`src/rtl/dest_fwd_pipe.sv`:
```
// dest_fwd_pipe: carries the EX-stage destination register and its write/load
// flags through the MEM and WB pipeline registers. From that state it derives
// the EX operand forwarding selects and the ID-stage load-use stall request.
// It also keeps a saturating count of the cycles spent in load-use stall.
module dest_fwd_pipe #(
  parameter int ADDR_W = 5,
  parameter int CNT_W  = 16
) (
  input  logic              clk,
  input  logic              rst,
  input  logic              hold,
  input  logic              flush,
  input  logic [ADDR_W-1:0] ex_dest,
  input  logic              ex_regwrite,
  input  logic              ex_memread,
  input  logic [ADDR_W-1:0] ex_rs,
  input  logic [ADDR_W-1:0] ex_rt,
  input  logic [ADDR_W-1:0] id_rs,
  input  logic [ADDR_W-1:0] id_rt,
  output logic [ADDR_W-1:0] mem_dest,
  output logic              mem_regwrite,
  output logic              mem_memread,
  output logic [ADDR_W-1:0] wb_dest,
  output logic              wb_regwrite,
  output logic [1:0]        fwd_a,
  output logic [1:0]        fwd_b,
  output logic              load_use_stall,
  output logic [CNT_W-1:0]  stall_cnt
);

  localparam logic [1:0] FWD_RF  = 2'b00;
  localparam logic [1:0] FWD_MEM = 2'b10;
  localparam logic [1:0] FWD_WB  = 2'b01;

  logic [ADDR_W-1:0] mem_dest_q, mem_dest_d;
  logic              mem_regwrite_q, mem_regwrite_d;
  logic              mem_memread_q, mem_memread_d;
  logic [ADDR_W-1:0] wb_dest_q, wb_dest_d;
  logic              wb_regwrite_q, wb_regwrite_d;
  logic [CNT_W-1:0]  stall_cnt_q, stall_cnt_d;

  // MEM/WB next state: hold freezes both stages and wins over flush.
  // A flush puts a bubble into MEM, while WB still takes the old MEM contents.
  always_comb begin
    mem_dest_d     = mem_dest_q;
    mem_regwrite_d = mem_regwrite_q;
    mem_memread_d  = mem_memread_q;
    wb_dest_d      = wb_dest_q;
    wb_regwrite_d  = wb_regwrite_q;
    if (!hold) begin
      wb_dest_d     = mem_dest_q;
      wb_regwrite_d = mem_regwrite_q;
      if (flush) begin
        mem_dest_d     = '0;
        mem_regwrite_d = 1'b0;
        mem_memread_d  = 1'b0;
      end else begin
        mem_dest_d     = ex_dest;
        mem_regwrite_d = ex_regwrite;
        mem_memread_d  = ex_memread;
      end
    end
  end

  // Load-use hazard: a register-writing load in EX feeds a source of the ID instruction.
  always_comb begin
    load_use_stall = ex_memread & ex_regwrite & (ex_dest != '0) &
                     ((ex_dest == id_rs) | (ex_dest == id_rt));
  end

  // Stall counter: counts stalled cycles, saturates at all-ones, ignores hold.
  always_comb begin
    stall_cnt_d = stall_cnt_q;
    if (load_use_stall && !(&stall_cnt_q))
      stall_cnt_d = stall_cnt_q + CNT_W'(1);
  end

  // Pipeline and counter registers with asynchronous reset.
  always_ff @(posedge clk or posedge rst) begin
    if (rst) begin
      mem_dest_q     <= '0;
      mem_regwrite_q <= 1'b0;
      mem_memread_q  <= 1'b0;
      wb_dest_q      <= '0;
      wb_regwrite_q  <= 1'b0;
      stall_cnt_q    <= '0;
    end else begin
      mem_dest_q     <= mem_dest_d;
      mem_regwrite_q <= mem_regwrite_d;
      mem_memread_q  <= mem_memread_d;
      wb_dest_q      <= wb_dest_d;
      wb_regwrite_q  <= wb_regwrite_d;
      stall_cnt_q    <= stall_cnt_d;
    end
  end

  // Forwarding selects. MEM wins over WB, but a load in MEM has no result yet,
  // so it never forwards and the WB check is used instead. r0 is never forwarded.
  always_comb begin
    fwd_a = FWD_RF;
    if (mem_regwrite_q && !mem_memread_q && (mem_dest_q != '0) && (mem_dest_q == ex_rs))
      fwd_a = FWD_MEM;
    else if (wb_regwrite_q && (wb_dest_q != '0) && (wb_dest_q == ex_rs))
      fwd_a = FWD_WB;

    fwd_b = FWD_RF;
    if (mem_regwrite_q && !mem_memread_q && (mem_dest_q != '0) && (mem_dest_q == ex_rt))
      fwd_b = FWD_MEM;
    else if (wb_regwrite_q && (wb_dest_q != '0) && (wb_dest_q == ex_rt))
      fwd_b = FWD_WB;
  end

  // Registered state driven onto the outputs.
  always_comb begin
    mem_dest     = mem_dest_q;
    mem_regwrite = mem_regwrite_q;
    mem_memread  = mem_memread_q;
    wb_dest      = wb_dest_q;
    wb_regwrite  = wb_regwrite_q;
    stall_cnt    = stall_cnt_q;
  end

endmodule

```
`config.mk`:
```
export PLATFORM = sky130hd
export DESIGN_NAME = dest_fwd_pipe
export DESIGN_NICKNAME = d
export VERILOG_FILES = /design/src/rtl/dest_fwd_pipe.sv
export SDC_FILE = /design/constraint.sdc
export NUM_CORES = 1
export LEC_CHECK = 0
export ABC_CLOCK_PERIOD_IN_PS = 2200
export CORE_MARGIN = 4
export CORE_UTILIZATION = 30
export CTS_CLUSTER_SIZE = 10
export DETAILED_ROUTE_END_ITERATION = 8
export PLACE_DENSITY = 0.6
export SYNTH_ARGS = -nofsm -noshare
export SYNTH_HDL_FRONTEND = slang
export SYNTH_SLANG_ARGS = --single-unit
export TNS_END_PERCENT = 20
```
`constraint.sdc`:
```
create_clock -name clk -period 2.2 [get_ports clk]
set_clock_uncertainty 0.15 [all_clocks]
set_input_delay 0.22 -clock clk [delete_from_list [all_inputs] [get_ports clk]]
set_output_delay 0.22 -clock clk [all_outputs]
set_load 0.02 [all_outputs]
```
After elaboration in Yosys (flattened, before gate mapping)
Cells that the tools add are included.
Word-level totals
  word-level logic and storage cells: 38
  output and inout port bits: 34
  bits of input ports: 31
  bits in registers: 29
Cells by class
  mux-type cells: 7
  bitwise operators: 4
  reductions and logical operators: 14
  $add $sub $neg: 1
  eq/ne operators: 6
Operator list (count)
  equality test 5 bit: 6
  adder 16 x 1 -> 16 bit, second input constant: 1
  AND reduction 16 bit: 1
  nonzero test 5 bit: 3
  logical AND 1 bit: 8
  two-way mux 5 bit: 1
  two-way mux 1 bit: 4
  two-way mux 2 bit: 2
  bitwise AND 1 bit: 3
  logical NOT 1 bit: 2
  bitwise OR 1 bit: 1

Logic depth before layout (Yosys ltp)
Gate-level depths: netlist (run 1).
  word-level depth: 5
  depth in mapped cells: 8
  depth with buffers taken out: 7

Worst setup path before layout (run 1)
Ideal clock, no wire load.
  kind: register to output
  start: register mem_dest_q[0], in the netlist mem_dest[0]
  end: output fwd_a[0]
  arrival time: 2133 ps
  required time: 1830 ps
  stages on the path, launching flop included: 5
  buffers on the path: 0
  slack: -303 ps
  cell sequence: dfrtp_1 or4_1 o21ai_0 nor4_1 nor4_1
On the way
  word-level cells in the longest chain between the ends: 4
  elaborated cells between the ends (all ways): 5
  classes of those cells: eq/ne (1); mux (1); reduce/logical (3)
RTL lines
  from (decl): line 35  | logic [ADDR_W-1:0] mem_dest_q, mem_dest_d;
  from (signal assigned): line 88  | mem_dest_q <= mem_dest_d;
  nonzero test 5 bit: line 101  | if (mem_regwrite_q && !mem_memread_q && (mem_dest_q != '0) && (mem_dest_q == ex_rs))
  logical AND 1 bit: line 101
  logical AND 1 bit (*): line 101
  two-way mux 2 bit (*): line 101
  to (decl): line 25  | output logic [1:0] fwd_a,
Mark *: on every way between the ends. The rest lies on a longest branch, timed or not.

Worst setup path after layout (run 1)
  start: register wb_dest_q[0], in the netlist wb_dest[0]
  end: output fwd_a[0]
On the way
  word-level cells in the longest chain between the ends: 5
  elaborated cells between the ends (all ways): 6
  classes of those cells: eq/ne (1); mux (2); reduce/logical (3)
RTL lines
  from (decl): line 38  | logic [ADDR_W-1:0] wb_dest_q, wb_dest_d;
  from (signal assigned): line 91  | wb_dest_q <= wb_dest_d;
  nonzero test 5 bit: line 103  | else if (wb_regwrite_q && (wb_dest_q != '0) && (wb_dest_q == ex_rs))
  logical AND 1 bit: line 103
  logical AND 1 bit (*): line 103
  two-way mux 1 bit (*): line 103
  two-way mux 2 bit (*): line 101
Marks and branches as above.

==> qor.log, run 1 <==
qor: floorplan.i_o_pin_cnt 65
qor: pwr.share_clk_of_total_power 0.350
qor: grt.grt_usage 0.1419
qor: cts.holdBufCountCts 0
qor: synth.synth_sequential_area_ratio 0.4361
qor: status.violations negative setup slack
qor: placed_design.placement.setup.worst_slack -0.4053 ns
qor: drt.dr_total_vias 1483
qor: timing.drv_slew 0
qor: drt.drt-vias-per-instance 4.649
qor: cts.clock_buffer_count_from_cts 5
qor: pwr.switching_power_share_of_the_total 0.2745
qor: grt.largest_net_degree_at_the_start_of_global_routing 30
qor: grt.number_of_global_route_vias_before_repair 1532
qor: cells_and_area.final_layout_size_suffix_gt1_frac 0.2811
qor: synth.synth_commonest_cells 29 x sky130_fd_sc_hd__dfrtp_1, 26 x sky130_fd_sc_hd__xor2_1, 17 x sky130_fd_sc_hd__xnor2_1, 8 x sky130_fd_sc_hd__mux2_2
qor: floorplan.vertical_extent_of_the_die 82.48 µm
qor: timing.final_period_minus_worst_setup_slack 2.269 ns
qor: status.status finished, violations left
qor: synth.yosysUniqueCellTypes 30
qor: drt.wl 4383 µm
qor: timing.final_min_period_over_clock_period 1.031
qor: grt.grt_pass1_wl 7307 µm
qor: cells_and_area.finish.net_count 280
qor: min_path.hold_path.class input port to async pin
qor: cts.clock_tree.buffer_depth 2
qor: placed_design.place.detailed.hpwl 3453 µm
qor: timing.layout_setup_ws -0.06872 ns
qor: drt.drc_violations 0
qor: cts.clock_latency 0.28 ns
qor: pwr.vdd_drop_max 0.4533 mV
qor: setup_path.worst_ep_arrival_time 1.90 ns
qor: pwr.power.combinational.fraction 0.283
qor: timing.timing.final.setup_violations 2
qor: floorplan.floorplan.initialDensity 0.3177
qor: pwr.power_density 598.7 nW/µm²
qor: setup_path.worst_ep_required 1.83 ns
qor: synth.post-synth-top-count-cell sky130_fd_sc_hd__dfrtp_1
qor: cells_and_area.filler_cell_count 476
qor: synth.dominantRegCellSynth sky130_fd_sc_hd__dfrtp_1
qor: setup_path.cpPeakStageDelay 0.51 ns
qor: drt.drt_iter0_drc 48
qor: timing.achievable-frequency 0.4408 GHz
qor: synth.post-synth-top-area-cell sky130_fd_sc_hd__dfrtp_1
qor: synth.synthDominantCellAreaShare 0.4361
qor: grt.grt_ovf 0
qor: drt.route.detailed.wl_per_inst 13.74 µm
qor: cells_and_area.num_antenna_cells 0
qor: pwr.intPower 1.203 mW
qor: synth.synthesis.area 1664 µm²
qor: cts.clk_transition_reported_paths 0.07 ns
qor: synth.synth-async-reset-ratio 1.000
qor: synth.synthMuxAreaShare 0.06090
qor: floorplan.placeableCoreArea 5238 µm²
qor: grt.number_of_antenna_violations_at_the_first_check_in_global_routing 0
qor: drt.firstDrtPassIters 4
qor: timing.max_slew_margin 0.7139
qor: cts.clock_sink_count 29
qor: timing.finalHoldViolations 0
qor: floorplan.die-width 82.48 µm
qor: flow_run.timing.max_cap.violations 0
qor: synth.synth_fp_nets 178
qor: cells_and_area.syn_to_final_growth 66.39%
qor: setup_path.crit_path_top_delay_cell sky130_fd_sc_hd__or4_1
qor: pwr.totalPowerFinal 1.658 mW
qor: synth.avgSynthCellArea 11.40 µm²
qor: pwr.power_leakage 1.230 nW
qor: setup_path.end_kind output port
qor: synth.combinational_family_with_the_most_area_after_synthesis XOR/XNOR gates
qor: cts.cts_root_buffer sky130_fd_sc_hd__clkbuf_8
qor: floorplan.placement_rows 26
qor: synth.synth_edf_count 0
qor: floorplan.floorplan.die_area 6803 µm²
qor: setup_path.nature_of_the_critical_path_startpoint flop
qor: timing.setup_repair_after_global_routing_missed_its_margin yes
qor: cts.ctsHtreeMaxLevel 2
qor: synth.share_of_synthesized_cell_area_in_full_adder_half_adder_and_majority_cells 0.007519
qor: synth.synthCells 146
qor: synth.yosysWarningCount 0
qor: setup_path.buffers_plus_inverters_on_the_worst_setup_path 2
qor: synth.synth_compound_gate_area_share 0.05940
qor: cells_and_area.fin_util 0.5287
qor: setup_path.path_class flop to output port
qor: synth.post_synth_xor_area_fraction 0.2263
qor: cts.postCtsSetupBuffers 0
qor: setup_path.path_cells buf_6, xor2_1, or4_1, nor4_2, buf_4
qor: placed_design.gp_routability_congestion 0.7119
qor: cts.clock_tree_from_tritoncts yes
qor: timing.worstMarginPinSlew 0.4276 ns
qor: pwr.power_switching 0.4550 mW
qor: placed_design.port_buffers 64
qor: pwr.seq_power_share 0.368
qor: synth.netlist_top_cells_area sky130_fd_sc_hd__dfrtp_1 44%, sky130_fd_sc_hd__xor2_1 14%, sky130_fd_sc_hd__xnor2_1 8.9%
qor: drt.final_antenna_net_count 0
qor: synth.synth.ff_latch_count 29
qor: setup_path.worst_path_dominant_cell_family simple AND/OR/NAND/NOR gates
qor: synth.synth_simple_gate_area_frac 0.1985
qor: setup_path.worst-path-max-fanout 4
-- per-layer routing --
layer  GRT usage  up-vias  routed length [µm]  part of all wire
li1            -      732                   -                 -
met1      0.1834      693                1997              0.46
met2      0.2212       51                1949              0.44
met3     0.04664        7                 374             0.085
met4     0.04983        0                  62             0.014
met5           0        -                   0                 0
-- flip-flops by register name, indices dropped and copies added, names as in the netlist --
signal	count
mem_dest	5
mem_memread	1
mem_regwrite	1
stall_cnt	16
wb_regwrite	1
wb_dest	5
-- per-stage QoR --
step           area [µm²]  setup TNS, ns  hold slack (ns)  std cells
2_1_floorplan        1677       -0.09872           0.1481        146
3_3_place_gp         2638         -3.754           0.3451        311
3_5_place_dp         2638         -3.807           0.3474        311
4_1_cts              2764        -0.1790           0.1570        319
5_1_grt              2769        -0.3471           0.1949        319
6_report             2769        -0.1066           0.1541        319
-- placed cells by master, fill, tap and decap left out, types with 2 or more instances in the layout --
| cell | Yosys | final |
|---|---|---|
| sky130_fd_sc_hd__a22o_1 | 6 | 6 |
| sky130_fd_sc_hd__and3_1 | 6 | 6 |
| sky130_fd_sc_hd__and4_1 | 4 | 4 |
| sky130_fd_sc_hd__buf_4 | 0 | 34 |
| sky130_fd_sc_hd__clkbuf_2 | 0 | 2 |
| sky130_fd_sc_hd__clkbuf_8 | 0 | 6 |
| sky130_fd_sc_hd__clkdlybuf4s50_1 | 0 | 57 |
| sky130_fd_sc_hd__dfrtp_1 | 29 | 29 |
| sky130_fd_sc_hd__mux2_2 | 8 | 8 |
| sky130_fd_sc_hd__nand2_1 | 6 | 6 |
| sky130_fd_sc_hd__nand3_1 | 4 | 4 |
| sky130_fd_sc_hd__nand3_2 | 5 | 5 |
| sky130_fd_sc_hd__nand4_1 | 5 | 5 |
| sky130_fd_sc_hd__nor2_1 | 3 | 3 |
| sky130_fd_sc_hd__nor3_1 | 2 | 2 |
| sky130_fd_sc_hd__nor4_2 | 0 | 4 |
| sky130_fd_sc_hd__o21ai_0 | 3 | 2 |
| sky130_fd_sc_hd__o21ai_2 | 1 | 2 |
| sky130_fd_sc_hd__or4_1 | 4 | 3 |
| sky130_fd_sc_hd__xnor2_1 | 17 | 17 |
| sky130_fd_sc_hd__xor2_1 | 26 | 26 |
-- power by group through the flow --
stage                     sequential, mW  clock (mW)  combinational [mW]
after floorplan                    0.689           0               0.129
after global placement             0.618           0               0.468
after detailed placement           0.619           0               0.468
after CTS                          0.610       0.598               0.475
after global routing               0.615       0.624               0.510
final                              0.609       0.580               0.468
-- final timing paths --
check	endpoint	cells after the start	from	slack (ns)
min in group clk	mem_dest[1]$_DFFE_PP0N_	3	ex_dest[1]	0.23
worst min register to register	stall_cnt[7]$_DFFE_PP0P_	1	stall_cnt[7]$_DFFE_PP0P_	0.35
max in group asynchronous	stall_cnt[14]$_DFFE_PP0P_	3	rst	1.47
worst max register to register	stall_cnt[1]$_DFFE_PP0P_	6	stall_cnt[1]$_DFFE_PP0P_	0.20
worst max-delay path	fwd_a[0]	5	wb_dest[0]$_DFFE_PP0N_	-0.07
worst min-delay path	mem_memread$_DFFE_PP0N_	3	rst	0.15
-- repair_timing --
action / in CTS / in global routing
gates cloned: 0 / 0
setup endpoints to repair: 5 / 7
gates resized for setup: 22 / 9
pin swaps: 1 / 1
-- area by class of cell --
type / count / area [µm²] / area share
multi-input cells: 114 / 952.2 / 0.3439
repair buffers: 97 / 879.6 / 0.3177
flip-flops and latches: 29 / 725.7 / 0.2621
well taps: 70 / 87.58 / 0.03163
clock buffers: 6 / 82.58 / 0.02982
clock inverters: 2 / 37.54 / 0.01356
inverters: 1 / 3.754 / 0.001356
-- worst min-delay path, stage by stage --
cell,delay [ns]
sky130_fd_sc_hd__clkdlybuf4s50_1,0.39
sky130_fd_sc_hd__inv_1,0.05
sky130_fd_sc_hd__buf_4,0.34
-- cell families after synthesis --
| family | after synthesis |
|---|---|
| compound gates | 12 |
| xor+xnor | 43 |
| fa+ha+maj | 1 |
| buf+inv | 3 |
| flops | 29 |
| mux | 9 |
| simple gates | 49 |
Power figures use the tool's default switching activity.
==> inputs of run 2 (changes only) <==
--- a/config.mk
+++ b/config.mk
@@ -7,9 +7,11 @@
 export LEC_CHECK = 0
 export ABC_CLOCK_PERIOD_IN_PS = 2200
+export CELL_PAD_IN_SITES_DETAIL_PLACEMENT = 1
+export CELL_PAD_IN_SITES_GLOBAL_PLACEMENT = 2
 export CORE_MARGIN = 4
-export CORE_UTILIZATION = 30
+export CORE_UTILIZATION = 26
 export CTS_CLUSTER_SIZE = 10
 export DETAILED_ROUTE_END_ITERATION = 8
-export PLACE_DENSITY = 0.6
+export PLACE_DENSITY = 0.79
 export SYNTH_ARGS = -nofsm -noshare
 export SYNTH_HDL_FRONTEND = slang
==> constraint.sdc (replaced) <==
create_clock -name clk -period 2.2 [get_ports clk]
set_clock_uncertainty 0.15 [all_clocks]
set_input_delay 0.44 -clock clk [delete_from_list [all_inputs] [get_ports clk]]
set_output_delay 0.44 -clock clk [all_outputs]
set_load 0.02 [all_outputs]
==> run 2 against run 1 <==
Against the previous run: the flow still finishes with violations (negative setup slack); hold slack improved by 0.20 ns; clock-buffer cell count decreased by 1; register-to-register slack about the same; sequential power increased by 2%; wire length increased by 24%; die area increased by 14%; worst setup slack got worse by 0.26 ns; non-clock buffer count increased by 6; final area increased by 3.8%; critical path depth increased by 1; largest power group unchanged.
==> qor.log, run 2 (same netlist as run 1, synthesis figures left out) <==
qor: placed_design.port_buffers 64 [unchanged]
qor: timing.drv_slew 0 [unchanged]
qor: setup_path.end_kind output port
qor: cells_and_area.finish.net_count 286 [+2.1%]
qor: floorplan.die-width 88 µm [+6.7%]
qor: cts.clock_sink_count 29 [unchanged]
qor: pwr.power_leakage 1.288 nW [+4.7%]
qor: grt.grt_usage 0.1481 [+0.006221]
qor: pwr.power_switching 0.4901 mW [+7.7%]
qor: drt.top_layer met4
qor: setup_path.worst_ep_required 1.61 ns [-0.22 ns]
qor: timing.max_slew_margin 0.7032 [-0.01064]
qor: drt.wl 5434 µm [+24%]
qor: cts.clock_latency 0.28 ns [about the same]
qor: cts.holdBufCountCts 0 [unchanged]
qor: timing.layout_setup_ws -0.3256 ns [-0.2569 ns]
qor: pwr.share_clk_of_total_power 0.282 [-0.068]
qor: cells_and_area.seq_area 735.7 µm² [+1.4%]
qor: cts.cts_root_buffer sky130_fd_sc_hd__clkbuf_8
qor: pwr.power_density 536.1 nW/µm² [-10%]
qor: setup_path.worst_ep_arrival_time 1.94 ns [+0.04 ns]
qor: drt.dr_total_vias 1562 [+5.3%]
qor: pwr.intPower 1.050 mW [-13%]
qor: drt.met1_length 2211 µm [+11%]
qor: cts.clock_tree.buffer_depth 2 [unchanged]
qor: grt.grt_ovf 0 [unchanged]
qor: placed_design.place.detailed.hpwl 4186 µm [+21%]
qor: placed_design.placedInstanceArea 2709 µm² [+2.7%]
qor: flow_run.timing.max_cap.violations 0 [unchanged]
qor: cts.clock_tree_from_tritoncts yes
qor: timing.final_period_minus_worst_setup_slack 2.526 ns [+0.2569 ns]
qor: timing.worstMarginPinSlew 0.4435 ns [+0.01590 ns]
qor: floorplan.floorplan.initialDensity 0.2746 [-0.04316]
qor: pwr.power.combinational.fraction 0.313 [+0.030]
qor: floorplan.placeableCoreArea 6061 µm² [+16%]
qor: cells_and_area.leading_cell_type_in_the_layout_fill_and_taps_excluded sky130_fd_sc_hd__buf_4
qor: cells_and_area.multi_input_area 1050 µm² [+10%]
qor: min_path.hold_path.startpoint stall_cnt[7]$_DFFE_PP0P_
qor: timing.setup_repair_after_global_routing_missed_its_margin yes
qor: setup_path.ff2ff_path_depth 6 [unchanged]
qor: floorplan.vertical_extent_of_the_die 88 µm [+6.7%]
qor: grt.largest_net_degree_at_the_start_of_global_routing 30 [unchanged]
qor: floorplan.i_o_pin_cnt 65 [unchanged]
qor: drt.final_antenna_net_count 0 [unchanged]
qor: drt.route.detailed.wl_per_inst 16.47 µm [+20%]
qor: drt.firstDrtPassIters 2 [-2]
qor: cts.clock_buffer_count_from_cts 5 [unchanged]
qor: setup_path.nature_of_the_critical_path_startpoint flop
qor: placed_design.placement.setup.worst_slack -0.9389 ns [-0.5337 ns]
qor: status.violations negative setup slack
qor: grt.number_of_antenna_violations_at_the_first_check_in_global_routing 0 [unchanged]
qor: min_path.hold_depth 1
qor: pwr.vdd_drop_max 0.2570 mV [-43%]
qor: cells_and_area.final_layout_size_suffix_gt1_frac 0.3765 [+0.09535]
qor: cells_and_area.syn_to_final_growth 72.63%
qor: setup_path.timing.critical_path.from mem_dest[1]$_DFFE_PP0N_
qor: min_path.hold_path.class flop to flop
qor: drt.wl_met2 2913 µm [+49%]
qor: drt.drt_iter0_drc 26 [-46%]
qor: status.status finished, violations left
qor: cells_and_area.finish.instance_area 2873 µm² [+3.8%]
qor: cts.clk_transition_reported_paths 0.07 ns [about the same]
qor: drt.route.met3.wl 254 µm [-32%]
qor: floorplan.floorplan.die_area 7744 µm² [+14%]
qor: grt.grt_pass1_wl 8797 µm [+20%]
qor: floorplan.placement_rows 28 [+7.7%]
qor: setup_path.path_class flop to output port
qor: placed_design.gp_routability_congestion 0.7839 [+10%]
qor: pwr.switching_power_share_of_the_total 0.3182 [+0.04377]
qor: timing.achievable-frequency 0.3959 GHz [-10%]
qor: cells_and_area.filler_cell_count 674 [+42%]
qor: drt.drc_violations 0 [unchanged]
qor: timing.timing.setup.tns -0.9764 ns [-0.8698 ns]
qor: drt.drt-vias-per-instance 4.733 [+1.8%]
qor: setup_path.timing.reg2reg.setup_slack 0.20 ns [about the same]
qor: min_path.worstHoldEndpoint stall_cnt[7]$_DFFE_PP0P_
qor: cells_and_area.num_antenna_cells 0 [unchanged]
qor: timing.timing.final.setup_violations 4 [+2]
qor: setup_path.r2r-start stall_cnt[1]$_DFFE_PP0P_
qor: pwr.seq_power_share 0.405 [+0.037]
qor: setup_path.worst-path-max-fanout 2 [-2]
qor: grt.number_of_global_route_vias_before_repair 1774 [+16%]
qor: cts.ctsHtreeMaxLevel 2 [unchanged]
qor: setup_path.reg2reg_to stall_cnt[1]$_DFFE_PP0P_
qor: cells_and_area.largest_reg_flops 16 [unchanged]
qor: cells_and_area.layout.cells.most_common_list 41 x sky130_fd_sc_hd__buf_4, 39 x sky130_fd_sc_hd__clkdlybuf4s50_1, 23 x sky130_fd_sc_hd__xor2_1, 21 x sky130_fd_sc_hd__dfrtp_1, 16 x sky130_fd_sc_hd__dlygate4sd2_1
qor: timing.finalHoldViolations 0 [unchanged]
qor: timing.final_min_period_over_clock_period 1.148 [+0.1168]
run 2: cell types whose count changed in the layout (fill, tap and decap cells not counted), moves of 7 or more:
cell                              delta
sky130_fd_sc_hd__buf_4               +7
sky130_fd_sc_hd__clkdlybuf4s50_1    -18
sky130_fd_sc_hd__dfrtp_1             -8
sky130_fd_sc_hd__dfrtp_2             +8
sky130_fd_sc_hd__dlygate4sd2_1      +15
run 2: how the worst max path moves through the flow:
stage               end  slack (ns)  cells after the start
2_1_floorplan  fwd_b[0]     -0.0004                      3
3_3_place_gp   fwd_a[0]       -0.91                      5
3_5_place_dp   fwd_a[0]       -0.94                      5
4_1_cts        fwd_a[0]       -0.34                      6
5_1_grt        fwd_b[0]       -0.37                      6
6_report       fwd_b[0]       -0.33                      6
run 2: power groups by stage:
stage	combinational (mW)	clock (mW)	sequential (mW)
final	0.482	0.434	0.624
after global routing	0.524	0.468	0.631
after CTS	0.480	0.452	0.624
after detailed placement	0.474	0	0.633
after global placement	0.467	0	0.628
after floorplan	0.140	0	0.693
run 2: layout make-up:
class,count,area share
Multi-Input combinational cell,114,0.3654
Inverter,1,0.001307
Timing Repair Buffer,103,0.3145
Sequential cell,29,0.2561
Tap cell,75,0.03267
Clock buffer,5,0.02395
Clock inverter,3,0.006098
run 2: worst max-delay path, cell delays in order (launching register included):
cell	delay, ns
sky130_fd_sc_hd__dfrtp_2	0.40
sky130_fd_sc_hd__or4_4	0.54
sky130_fd_sc_hd__o21ai_4	0.20
sky130_fd_sc_hd__nor4_2	0.08
sky130_fd_sc_hd__buf_4	0.14
sky130_fd_sc_hd__nor4_4	0.11
sky130_fd_sc_hd__buf_4	0.17
run 2: metal layers:
| metal | track usage | vias to the layer above |
|---|---|---|
| met1 | 0.1745 | 769 |
| met2 | 0.2733 | 47 |
| met3 | 0.02634 | 8 |
| li1 | - | 738 |
| met4 | 0.04184 | 0 |
| met5 | 0 | - |
run 2: timing repair:
action / 4_1_cts / 5_1_grt
gates resized for setup: 63 / 5
setup buffers: 3 / 0
pin swaps: 12 / 3
endpoints found under the setup margin: 20 / 5
run 2: per-stage QoR:
stage | cells | util | power [mW] | hold slack (ns)
after global placement | 319 | 0.4469 | 1.095 | 0.3514
after detailed placement | 319 | 0.4469 | 1.107 | 0.3542
after CTS | 330 | 0.4690 | 1.556 | 0.3540
final | 330 | 0.4740 | 1.540 | 0.3561
after global routing | 330 | 0.4740 | 1.622 | 0.3574
after floorplan | 146 | - | 0.8324 | 0.3676
